<file path="src/rtl/hazard_ctrl_if.sv">
// Hazard controller bus: pipeline-side hazard inputs and the stall/flush/PC controls it returns.
interface hazard_ctrl_if #(
    parameter int unsigned REG_ADDR_W = 5,
    parameter int unsigned CNT_W      = 32
);
    logic [REG_ADDR_W-1:0] id_rs1;
    logic [REG_ADDR_W-1:0] id_rs2;
    logic                  id_uses_rs1;
    logic                  id_uses_rs2;
    logic [REG_ADDR_W-1:0] ex_rd;
    logic                  ex_mem_read;
    logic                  ex_branch_taken;
    logic                  mem_req;
    logic                  mem_ready;

    logic                  pc_en;
    logic                  pc_sel_target;
    logic                  stall_if_id;
    logic                  flush_if_id;
    logic                  flush_id_ex;
    logic                  stall_id_ex;
    logic                  stall_ex_mem;
    logic                  mem_timeout;
    logic [CNT_W-1:0]      stall_cycles;
    logic [CNT_W-1:0]      flush_count;

    modport master (
        output id_rs1, id_rs2, id_uses_rs1, id_uses_rs2, ex_rd, ex_mem_read,
               ex_branch_taken, mem_req, mem_ready,
        input  pc_en, pc_sel_target, stall_if_id, flush_if_id, flush_id_ex,
               stall_id_ex, stall_ex_mem, mem_timeout, stall_cycles, flush_count
    );

    modport slave (
        input  id_rs1, id_rs2, id_uses_rs1, id_uses_rs2, ex_rd, ex_mem_read,
               ex_branch_taken, mem_req, mem_ready,
        output pc_en, pc_sel_target, stall_if_id, flush_if_id, flush_id_ex,
               stall_id_ex, stall_ex_mem, mem_timeout, stall_cycles, flush_count
    );
endinterface

</file>
<file path="src/rtl/hazard_ctrl.sv">
// Stall/flush controller for the 5-stage core: memory wait > taken branch > load-use.
// Optional performance counters are built when HAZARD_PERF_EN is defined.
module hazard_ctrl #(
    parameter int unsigned REG_ADDR_W  = 5,
    parameter int unsigned MEM_TIMEOUT = 16,
    parameter int unsigned CNT_W       = 32
) (
    input  logic          clk,
    input  logic          rst,
    hazard_ctrl_if.slave  hif
);
    localparam int unsigned WAIT_W = $clog2(MEM_TIMEOUT + 1);

    typedef enum logic [1:0] {RUN, MEM_WAIT, HALT} state_t;

    state_t            state;
    logic [WAIT_W-1:0] wait_cnt;
    logic              timeout_q;

    logic mem_stall;
    logic load_use;
    logic rs1_hit;
    logic rs2_hit;

    logic pc_en_c;
    logic pc_sel_c;
    logic stall_if_id_c;
    logic flush_if_id_c;
    logic flush_id_ex_c;
    logic stall_back_c;

    assign mem_stall = hif.mem_req & ~hif.mem_ready;
    assign rs1_hit   = hif.id_uses_rs1 & (hif.id_rs1 == hif.ex_rd);
    assign rs2_hit   = hif.id_uses_rs2 & (hif.id_rs2 == hif.ex_rd);
    assign load_use  = hif.ex_mem_read & (hif.ex_rd != REG_ADDR_W'(0)) & (rs1_hit | rs2_hit);

    // Wait tracker: counts consecutive memory-stall cycles, halts on the MEM_TIMEOUT-th
    always_ff @(posedge clk or posedge rst) begin
        if (rst) begin
            state     <= RUN;
            wait_cnt  <= '0;
            timeout_q <= 1'b0;
        end else begin
            case (state)
                RUN: begin
                    if (mem_stall) begin
                        state    <= MEM_WAIT;
                        wait_cnt <= WAIT_W'(1);
                    end
                end
                MEM_WAIT: begin
                    if (!mem_stall) begin
                        state    <= RUN;
                        wait_cnt <= '0;
                    end else if (wait_cnt == WAIT_W'(MEM_TIMEOUT - 1)) begin
                        state     <= HALT;
                        timeout_q <= 1'b1;
                    end else begin
                        wait_cnt <= wait_cnt + WAIT_W'(1);
                    end
                end
                HALT:    state <= HALT;
                default: state <= RUN;
            endcase
        end
    end

    // Control decode; zero latency, fixed priority
    always_comb begin
        pc_en_c       = 1'b1;
        pc_sel_c      = 1'b0;
        stall_if_id_c = 1'b0;
        flush_if_id_c = 1'b0;
        flush_id_ex_c = 1'b0;
        stall_back_c  = 1'b0;
        if ((state == HALT) || mem_stall) begin
            pc_en_c       = 1'b0;
            stall_if_id_c = 1'b1;
            stall_back_c  = 1'b1;
        end else if (hif.ex_branch_taken) begin
            pc_sel_c      = 1'b1;
            flush_if_id_c = 1'b1;
            flush_id_ex_c = 1'b1;
        end else if (load_use) begin
            pc_en_c       = 1'b0;
            stall_if_id_c = 1'b1;
            flush_id_ex_c = 1'b1;
        end
    end

    assign hif.pc_en         = pc_en_c;
    assign hif.pc_sel_target = pc_sel_c;
    assign hif.stall_if_id   = stall_if_id_c;
    assign hif.flush_if_id   = flush_if_id_c;
    assign hif.flush_id_ex   = flush_id_ex_c;
    assign hif.stall_id_ex   = stall_back_c;
    assign hif.stall_ex_mem  = stall_back_c;
    assign hif.mem_timeout   = timeout_q;

`ifdef HAZARD_PERF_EN
    logic [CNT_W-1:0] stall_cnt;
    logic [CNT_W-1:0] flush_cnt;

    // Saturating counters; a halted core does not accumulate stall cycles
    always_ff @(posedge clk or posedge rst) begin
        if (rst) begin
            stall_cnt <= '0;
            flush_cnt <= '0;
        end else begin
            if (!pc_en_c && (state != HALT) && (stall_cnt != '1))
                stall_cnt <= stall_cnt + CNT_W'(1);
            if (flush_if_id_c && (flush_cnt != '1))
                flush_cnt <= flush_cnt + CNT_W'(1);
        end
    end

    assign hif.stall_cycles = stall_cnt;
    assign hif.flush_count  = flush_cnt;
`else
    assign hif.stall_cycles = CNT_W'(0);
    assign hif.flush_count  = CNT_W'(0);
`endif

endmodule

</file>
<file path="src/flat_wrapper.sv">
// flat-port wrapper written by rule: the top's interface ports become plain ports
module hazard_ctrl_flat 
#(
    parameter int unsigned REG_ADDR_W  = 5,
    parameter int unsigned MEM_TIMEOUT = 16,
    parameter int unsigned CNT_W       = 32
)
  (clk, rst, hif_id_rs1, hif_id_rs2, hif_id_uses_rs1, hif_id_uses_rs2, hif_ex_rd, hif_ex_mem_read, hif_ex_branch_taken, hif_mem_req, hif_mem_ready, hif_pc_en, hif_pc_sel_target, hif_stall_if_id, hif_flush_if_id, hif_flush_id_ex, hif_stall_id_ex, hif_stall_ex_mem, hif_mem_timeout, hif_stall_cycles, hif_flush_count);
  hazard_ctrl_if #(.REG_ADDR_W(REG_ADDR_W), .CNT_W(CNT_W)) hif_i ();
  input  logic clk;
  input  logic rst;
  input wire logic [$bits(hif_i.id_rs1)-1:0] hif_id_rs1;
  input wire logic [$bits(hif_i.id_rs2)-1:0] hif_id_rs2;
  input wire logic [$bits(hif_i.id_uses_rs1)-1:0] hif_id_uses_rs1;
  input wire logic [$bits(hif_i.id_uses_rs2)-1:0] hif_id_uses_rs2;
  input wire logic [$bits(hif_i.ex_rd)-1:0] hif_ex_rd;
  input wire logic [$bits(hif_i.ex_mem_read)-1:0] hif_ex_mem_read;
  input wire logic [$bits(hif_i.ex_branch_taken)-1:0] hif_ex_branch_taken;
  input wire logic [$bits(hif_i.mem_req)-1:0] hif_mem_req;
  input wire logic [$bits(hif_i.mem_ready)-1:0] hif_mem_ready;
  output wire logic [$bits(hif_i.pc_en)-1:0] hif_pc_en;
  output wire logic [$bits(hif_i.pc_sel_target)-1:0] hif_pc_sel_target;
  output wire logic [$bits(hif_i.stall_if_id)-1:0] hif_stall_if_id;
  output wire logic [$bits(hif_i.flush_if_id)-1:0] hif_flush_if_id;
  output wire logic [$bits(hif_i.flush_id_ex)-1:0] hif_flush_id_ex;
  output wire logic [$bits(hif_i.stall_id_ex)-1:0] hif_stall_id_ex;
  output wire logic [$bits(hif_i.stall_ex_mem)-1:0] hif_stall_ex_mem;
  output wire logic [$bits(hif_i.mem_timeout)-1:0] hif_mem_timeout;
  output wire logic [$bits(hif_i.stall_cycles)-1:0] hif_stall_cycles;
  output wire logic [$bits(hif_i.flush_count)-1:0] hif_flush_count;
  assign hif_i.id_rs1 = hif_id_rs1;
  assign hif_i.id_rs2 = hif_id_rs2;
  assign hif_i.id_uses_rs1 = hif_id_uses_rs1;
  assign hif_i.id_uses_rs2 = hif_id_uses_rs2;
  assign hif_i.ex_rd = hif_ex_rd;
  assign hif_i.ex_mem_read = hif_ex_mem_read;
  assign hif_i.ex_branch_taken = hif_ex_branch_taken;
  assign hif_i.mem_req = hif_mem_req;
  assign hif_i.mem_ready = hif_mem_ready;
  assign hif_pc_en = hif_i.pc_en;
  assign hif_pc_sel_target = hif_i.pc_sel_target;
  assign hif_stall_if_id = hif_i.stall_if_id;
  assign hif_flush_if_id = hif_i.flush_if_id;
  assign hif_flush_id_ex = hif_i.flush_id_ex;
  assign hif_stall_id_ex = hif_i.stall_id_ex;
  assign hif_stall_ex_mem = hif_i.stall_ex_mem;
  assign hif_mem_timeout = hif_i.mem_timeout;
  assign hif_stall_cycles = hif_i.stall_cycles;
  assign hif_flush_count = hif_i.flush_count;
  hazard_ctrl #(.REG_ADDR_W(REG_ADDR_W), .MEM_TIMEOUT(MEM_TIMEOUT), .CNT_W(CNT_W)) u_core (.clk(clk), .rst(rst), .hif(hif_i));
endmodule
</file>
<file path="config.mk">
export PLATFORM = sky130hd
export DESIGN_NAME = hazard_ctrl_flat
export DESIGN_NICKNAME = d
export VERILOG_FILES = /design/src/rtl/hazard_ctrl_if.sv /design/src/rtl/hazard_ctrl.sv /design/src/flat_wrapper.sv
export SDC_FILE = /design/constraint.sdc
export NUM_CORES = 1
export LEC_CHECK = 0
export ABC_CLOCK_PERIOD_IN_PS = 1400
export CAP_MARGIN = 5
export CORE_UTILIZATION = 29
export DETAILED_ROUTE_END_ITERATION = 10
export PLACE_DENSITY_LB_ADDON = 0.05
export SYNTH_ARGS = -nofsm -noshare
export SYNTH_HDL_FRONTEND = slang
export SYNTH_SLANG_ARGS = --single-unit
</file>
<file path="constraint.sdc">
create_clock -name clk -period 1.4 [get_ports clk]
set_input_delay 0.14 -clock clk [delete_from_list [all_inputs] [get_ports clk]]
set_output_delay 0.14 -clock clk [all_outputs]
set_load 0.05 [all_outputs]
</file>
After elaboration in Yosys (flattened, before gate mapping)
Cells that the tools add are included.
{"block": "classes", "n_addsub": 1, "mul": 0, "div_mod_pow": 0, "magnitude_cmp": 0, "n_eq_ne": 8, "shift": 0, "mux": 19, "bitwise": 7, "n_reduce_logical": 7}
{"cell": "5-bit 2-to-1 mux", "count": 3}
{"cell": "1-bit 2-to-1 mux", "count": 11}
{"cell": "5-bit == test", "count": 2}
{"cell": "5-bit case mux with 2 select lines", "count": 1}
{"cell": "2-bit 2-to-1 mux", "count": 3}
{"cell": "3-bit inequality test (second input constant)", "count": 2}
{"cell": "2-bit case mux with 3 select lines", "count": 1}
{"cell": "3-bit AND reduction", "count": 2}
{"cell": "5-bit by 1-bit adder with 5-bit output (second input constant)", "count": 1}
{"cell": "1-bit bitwise AND", "count": 5}
{"cell": "5-bit by 4-bit == test with 1-bit output (second input constant)", "count": 1}
{"cell": "5-bit nonzero test", "count": 1}
{"cell": "2-bit by 1-bit == test with 1-bit output (second input constant)", "count": 1}
{"cell": "2-bit == test (second input constant)", "count": 1}
{"cell": "2-bit zero test", "count": 1}
{"cell": "2-bit by 1-bit inequality test with 1-bit output (second input constant)", "count": 1}
{"cell": "2-bit AND reduction", "count": 1}
{"cell": "2-bit nonzero test", "count": 1}
{"cell": "1-bit logical OR", "count": 1}
{"cell": "1-bit inverter", "count": 1}
{"cell": "1-bit bitwise OR", "count": 1}
{"block": "word_totals", "ff_bits": 8, "latchBits": 0, "mem_bits_rw": 0, "mem_bits_ro": 0, "inputBits": 23, "out_inout_bits": 72, "elab_cells": 45, "mem_count": 0}

Logic depth before layout (Yosys ltp)
{"block": "logic_depth", "word_depth": 7, "depth_mapped": 7}

Worst setup path before layout
No wires, ideal clock.
{"block": "synth_timing", "path_type": "reg2out", "from": "register u_core.state[1]", "to": "output port hif_flush_id_ex", "t_arrival_ns": 2.297, "slack_ns": -1.037, "stages_incl_launch_ff": 6, "path_cell_list": "dfrtp_1 -> clkbuf_1 -> nand2b_1 -> and2_1 -> inv_1 -> o31ai_1"}
{"block": "synth_between", "elab_chain_len": 3}
{"item": "start: declaration", "line": "hazard_ctrl.sv:16", "text": "state_t state;"}
{"item": "start signal: assignment", "line": "hazard_ctrl.sv:40", "text": "state <= RUN;"}
{"item": "start signal: assignment", "line": "hazard_ctrl.sv:47", "text": "state <= MEM_WAIT;"}
{"item": "start signal: assignment", "line": "hazard_ctrl.sv:53", "text": "state <= RUN;"}
{"item": "2-bit == test", "line": "hazard_ctrl.sv:76", "text": "if ((state == HALT) || mem_stall) begin"}
{"item": "1-bit logical OR", "line": "hazard_ctrl.sv:76"}
{"item": "1-bit 2-to-1 mux", "line": "hazard_ctrl.sv:76"}
{"item": "end: declaration", "line": "flat_wrapper.sv:25", "text": "output wire logic [$bits(hif_i.flush_id_ex)-1:0] hif_flush_id_ex;"}
No other way between the ends.

Worst setup path after layout
{"block": "layout_timing", "from": "input port hif_id_rs1[3]", "to": "output port hif_stall_if_id"}
{"block": "layout_between", "elab_chain_len": 7}
{"item": "start: declaration", "line": "flat_wrapper.sv:12", "text": "input wire logic [$bits(hif_i.id_rs1)-1:0] hif_id_rs1;"}
{"item": "5-bit == test", "line": "hazard_ctrl.sv:33", "text": "assign rs1_hit = hif.id_uses_rs1 & (hif.id_rs1 == hif.ex_rd);"}
{"item": "1-bit bitwise AND", "line": "hazard_ctrl.sv:33"}
{"item": "1-bit bitwise OR", "line": "hazard_ctrl.sv:35", "text": "assign load_use = hif.ex_mem_read & (hif.ex_rd != REG_ADDR_W'(0)) & (rs1_hit | rs2_hit);"}
{"item": "1-bit bitwise AND", "line": "hazard_ctrl.sv:35"}
{"item": "1-bit 2-to-1 mux", "line": "hazard_ctrl.sv:84", "text": "end else if (load_use) begin"}
{"item": "1-bit 2-to-1 mux", "line": "hazard_ctrl.sv:80", "text": "end else if (hif.ex_branch_taken) begin"}
{"item": "1-bit 2-to-1 mux", "line": "hazard_ctrl.sv:76"}
{"item": "end: declaration", "line": "flat_wrapper.sv:23", "text": "output wire logic [$bits(hif_i.stall_if_id)-1:0] hif_stall_if_id;"}
No other way between the ends.

==> run metrics <==
met2 WL 1258 µm; sw power 616.2 µW; kind of critical path in -> out; final hold vios 0; IO Pins 95; CP max FO 3; synthesis warning total 0; Residual DRC 0; placed cell count 219; Top delay family on crit path compound AO/OA/AOI/OAI gates; flops & latches, synth 8; Met1 Wirelength 719 µm; status finished, violations left; Synth-to-Final Area Change 40.34%; final worst setup slack -160.2 ps; Pint 590.0 µW; Max stage delay on crit path 300 ps; clk buf depth 2; worst path cell trace buf_6 -> xor2_2 -> nor4_2 -> a32oi_2 -> o31ai_2 -> clkbuf_16; Final ANT Viol Nets 0; Clock Sinks 8; initial antenna violation count 0; Final HPWL DP 1769 µm; PortBufs 30; Final Cell Area 1536 µm²; CTS tree done; first-pass iteration count of the detailed router 4; clk_lat worst skew 230 ps; H-tree depth 1; initial drt markers 13; final non-filler cell total 228; post-synthesis sequential area ratio 18.29%; commonest cells after routing, fill and taps aside conb_1, buf_4, dfrtp_1, xor2_1, buf_2; starting density of the core 31.57%; most common cell after layout, fill and taps aside conb_1; Distinct cells, synth 33; clock-pin slew on the worst setup and hold paths 40 ps; post-synthesis cell area 1095 µm²; vias per cell 3.807; VDD IR-drop max 0.3077 mV; f_max 0.6409 GHz; CP bufs+invs 2; Sequential Power Share 20.4%; Avg Inst Size Synth 7.991 µm²; Tmin final 1560 ps; Sw Share 51.09%; core area 3468 µm²; CP Data Required Time 1260 ps; CP max-delay cell o31ai_2; Hold-fix buffers, CTS 0; Worst setup EP type output port; layout cell share with drive strength beyond 1 35.16%; max_cap viols 0; Hold Path Class in -> async; via count 868; Final Setup Violations 13; gpl congestion 0.7487; Final Max Tran Viols 0; failing checks negative setup slack; vias in the first global route 724; first-pass GRT wire length 3277 µm; Total Wirelength 2193 µm; total CTS buffers 3; total track usage 10.38%; logic gate share of total power 56.7%; clock share of power 23.0%; crit start category primary input; Placed Area 1393 µm²; final worst path period share 111.4%; Mapped Cells 137; nets@finish 209; number of diodes 0; Die W 63.44 µm; WL per Instance 9.618 µm; CTS Root Cell clkbuf_8; DIE HEIGHT 63.44 µm; Leak 0.7655 nW; RSZ-0062 raised after global routing true; met3 WL 179 µm; PD cells 785.1 nW/µm²; GRT overflow 0; Worst Clk Skew 1.850 ps; largest net degree at the start of global routing 9; crit path DAT 1420 ps; die area 4025 µm²; Top Metal Used met4; row cnt 21
==> Yosys cell counts (all sizes together) <==
| library cell | count | share of area [%] |
|---|---|---|
| buf | 66 | 45 |
| dfrtp | 8 | 18 |
| xor2 | 8 | 6.4 |
| inv | 6 | 2.1 |
| nand2 | 6 | 2.1 |
| o21ai | 5 | 2.6 |
| a21oi | 4 | 1.8 |
| nor2 | 4 | 1.4 |
| nand2b | 3 | 1.7 |
| and2 | 2 | 1.1 |
| ha | 2 | 2.3 |
| nor3 | 2 | 0.91 |
| nor4 | 2 | 1.7 |
| o31ai | 2 | 1.4 |
| xnor2 | 2 | 1.6 |
| a211oi | 1 | 0.69 |
| a22oi | 1 | 0.69 |
| a31oi | 1 | 0.57 |
| a32oi | 1 | 0.80 |
| and3 | 1 | 0.57 |
| clkbuf | 1 | 0.34 |
| conb | 1 | 0.34 |
| mux2i | 1 | 0.91 |
| nand4 | 1 | 0.57 |
| nor2b | 1 | 0.57 |
| o21bai | 1 | 0.69 |
| o22ai | 1 | 0.57 |
| o31a | 1 | 0.80 |
| or2 | 1 | 0.57 |
| or4 | 1 | 0.69 |
==> cell type report <==
class / count / area (µm²)
Fill cell: 351 / 1932
Multi-Input combinational cell: 119 / 740.7
Timing Repair Buffer: 46 / 464.2
Sequential cell: 8 / 200.2
Tap cell: 46 / 57.56
Clock buffer: 3 / 41.29
Inverter: 6 / 32.53
==> through the flow <==
step | TNS (ps) | setup slack (ps) | utilization (%) | hold WS, ps | power [mW]
finish | -735.0 | -160.2 | 44.30 | 170.1 | 1.206
global route | -1521 | -194.6 | 44.30 | 213.1 | 1.258
CTS | -707.5 | -182.8 | 42.24 | 186.2 | 1.205
detailed placement | -2049 | -565.5 | 40.15 | 420.3 | 0.9140
global placement | -2047 | -547.1 | 40.15 | 428.4 | 0.9139
floorplan | -764.8 | -303.9 | - | -44.34 | 0.8925
==> per-layer routing <==
metal | GRT usage (%) | vias to the layer above
li1 | - | 406
met5 | 0 | -
met1 | 10.86 | 396
met3 | 1.812 | 4
met4 | 4.261 | 0
met2 | 19.95 | 62
==> power groups by stage <==
stage,Sequential [mW],Clock [mW],Combinational (mW)
after floorplan,0.251,0,0.641
after global placement,0.249,0,0.665
after detailed placement,0.248,0,0.666
after CTS,0.246,0.290,0.669
after global routing,0.246,0.299,0.713
final,0.246,0.277,0.683
==> final timing paths <==
path	from	endpoint	slack [ps]	depth (start not counted)
max in group asynchronous	rst	u_core.wait_cnt[1]	980	2
min reg2reg	u_core.hif.mem_timeout	u_core.hif.mem_timeout	480	1
max reg2reg	u_core.wait_cnt[0]	u_core.hif.mem_timeout	-50	7
min in group clk	hif_mem_ready	u_core.state[0]	440	4
max	hif_id_rs1[3]	hif_stall_if_id	-160	6
min	rst	u_core.state[0]	170	2
==> registers in the layout (all words and copies together) (netlist names) <==
signal	cells
u_core.state	2
u_core.hif.mem_timeout	1
u_core.wait_cnt	5
==> cell families (layout without fill, tap and decap cells) <==
family / Yosys count / after routing / share of synthesized area (%)
multiplexers: 1 / 1 / 0.9143
AO/OA/AOI/OAI: 18 / 18 / 10.63
flip-flops: 8 / 8 / 18.29
XOR/XNOR: 10 / 10 / 8.001
buffers and inverters: 73 / 55 / 47.66
adder cells (fa/ha/maj): 2 / 2 / 2.285
other: 1 / 64 / 0.3425
AND/OR/NAND/NOR: 24 / 24 / 11.89
==> worst reg2reg max path, stage by stage, from the launching register on <==
cell	delay, ps
dfrtp_1	380
ha_2	190
and3_4	150
ha_4	180
inv_4	80
buf_6	100
nor3_4	30
or2_4	220
==> repair_timing <==
action | 4_1_cts | 5_1_grt
hold endpoints to repair | 0 | 0
endpoints found under the setup margin | 11 | 14
gates resized for setup | 62 | 13
pin swaps | 21 | 12
buffers inserted | 1 | 6
(Power assumes the default switching activity.)
==> RTL edit, RTL diff (same flow settings) <==
Re-encode `state_t` (3 states) as one-hot, 3 bits wide.
--- a/src/rtl/hazard_ctrl.sv
+++ b/src/rtl/hazard_ctrl.sv
@@ -13,3 +13,3 @@
 
-    typedef enum logic [1:0] {RUN, MEM_WAIT, HALT} state_t;
+    typedef enum logic [2:0] {RUN = 3'b001, MEM_WAIT = 3'b010, HALT = 3'b100} state_t;
 
Function: same outputs for any inputs over 10 cycles, from zero or initial values and one cycle with rst high; not proved beyond that.
==> RTL edit against the unedited design <==
  * The flow still finishes with violations (setup timing)
  * Synthesized cell count grew 8.0%
  * Wire length grew 28%
  * Clock power grew 17%
  * Sequential cell count grew 1
  * Register-to-register slack lost 0.21 ns
  * Clock skew is essentially flat
  * Core utilization grew 1.3 points
  * Power shrank 9.0%
  * Combinational power shrank 25%
  * Area after synthesis grew 9.9%
  * Cell area grew 19%
  * Setup slack lost 0.098 ns
  * Critical endpoint is now u_core.wait_cnt[3]
  * Largest cell class unchanged
==> RTL edit: results (changes against the unedited design) <==
.. list-table::
   :header-rows: 1

   * - Metric
     - Value
   * - Top cells by area in the synthesized netlist
     - buf_4 (42%), dfrtp_1 (17%), xor2_1 (5.8%) (was buf_4 (45%), dfrtp_1 (18%), xor2_1 (6.4%))
   * - HPWL after detailed placement
     - 2050 um (was 1770 um)
   * - Worst IR drop on VDD
     - 0.000426 V (was 0.000308 V)
   * - Placed cell areas
     - 1560 sq um (was 1390 sq um)
   * - Final weighted congestion in routability-driven placement
     - 0.729 (was 0.749)
   * - Total leakage power
     - 0.898 nW (was 0.766 nW)
   * - Pre-CTS WS
     - -0.629 ns (was -0.566 ns)
   * - Routed via count divided by cell count
     - 3.90 (was 3.81)
   * - Number of failing setup endpoints in the final timing report
     - 15 (was 13)
   * - Worst setup margin
     - -0.258 ns (was -0.160 ns)
   * - Multiplexer fraction of the synthesized cell area
     - 0% (was 0.914%)
   * - Number of iterations in the first detailed-routing pass
     - 6 (was 4)
   * - Maximum number of pins on one net before global-route repair
     - 10 (was 9)
   * - XOR/XNOR Fraction of Synth Area
     - 7.28% (was 8.00%)
   * - Comb_multi_in
     - 129 (was 119)
   * - Via count of the first global-routing pass
     - 864 (was 724)
   * - Highest net fanout along the worst path
     - 4 (was 3)
   * - Count of different cell masters after synthesis
     - 36 (was 33)
   * - Multi-input combinational area share
     - 48.1% (was 48.2%)
   * - Layout fillers
     - 397 (was 351)
   * - Slowest cell delay on critical path
     - 0.42 ns (was 0.30 ns)
   * - Result of the run
     - finished with violations (unchanged)
   * - Slowest cell on crit path
     - or4_4 (was o31ai_2)
   * - Number of DRC violations after detailed-routing iteration 0
     - 14 (was 13)
   * - Adder and majority gate portion of the synthesized area
     - 2.08% (was 2.29%)
   * - Setup TNS
     - -1.85 ns (was -0.735 ns)
   * - Layout clock buffer count
     - 4 (was 3)
   * - Data buffer area share
     - 32.2% (was 30.2%)
   * - Violations in the final reports
     - setup timing (unchanged)
   * - Site Rows
     - 23 (was 21)
   * - Synth cell count leaders
     - buf_4 (67), dfrtp_1 (8), xor2_1 (8), a21oi_1 (6) (was buf_4 (66), dfrtp_1 (8), xor2_1 (8), inv_1 (6), nand2_1 (6))
   * - Maximum clock skew at final layout
     - 0.00163 ns (was 0.00185 ns)
   * - Final Net Count
     - 235 (was 209)
[RTL edit: cell types whose count changed in the layout (fill, tap and decap cells not counted), moves of 3 or more]
cell,change
nand2_1,-3
o21ai_1,-3
dlygate4sd2_1,+3
buf_4,+13
[RTL edit: critical path: cells and delay by family (launching register included)]
| family | cells | cell delay (ns) |
|---|---|---|
| AOI/OAI and AO/OA | 2 | 0.20 |
| DFF | 1 | 0.39 |
| adders and majority gates | 2 | 0.33 |
| and+or+nand+nor | 3 | 0.66 |
[RTL edit: cell families (layout without fill, tap and decap cells)]
| kind of cell | count (synthesis) | after routing |
|---|---|---|
| flip-flops | 9 | 9 |
| buffers and inverters | 73 | 71 |
| AND/OR/NAND/NOR | 30 | 30 |
| AO/OA/AOI/OAI | 23 | 23 |
| other | 1 | 64 |
| adder cells (fa/ha/maj) | 2 | 2 |
| XOR/XNOR | 10 | 10 |
[RTL edit: layer usage]
metal	vias up	part of all wire (%)	track usage, %	wire (um)
li1	481	-	-	-
met1	467	36	11.8	1020
met2	57	53	22.8	1490
met3	4	8.8	2.59	246
met4	0	1.6	5.59	44
met5	-	0	0	0
[RTL edit: how the worst min path moves through the flow]
stage                                  end  cells after the start  slack, ns
floorplan           u_core.hif.mem_timeout                      1      -0.03
global placement    u_core.hif.mem_timeout                      1       0.44
detailed placement  u_core.hif.mem_timeout                      2       0.45
CTS                     u_core.wait_cnt[3]                      2       0.20
global route            u_core.wait_cnt[3]                      2       0.24
finish                  u_core.wait_cnt[3]                      2       0.18
[RTL edit: where the power goes]
part | internal, mW | switching [mW]
clock network | 0.200 | 0.123
logic | 0.0773 | 0.437
registers | 0.261 | 0
[RTL edit: timing repair]
item                                    CTS  global route
pin swaps                                18             8
resized for setup                        70            15
endpoints found under the setup margin   12            16
endpoints found under the hold margin     0             0
buffers inserted                          4             8
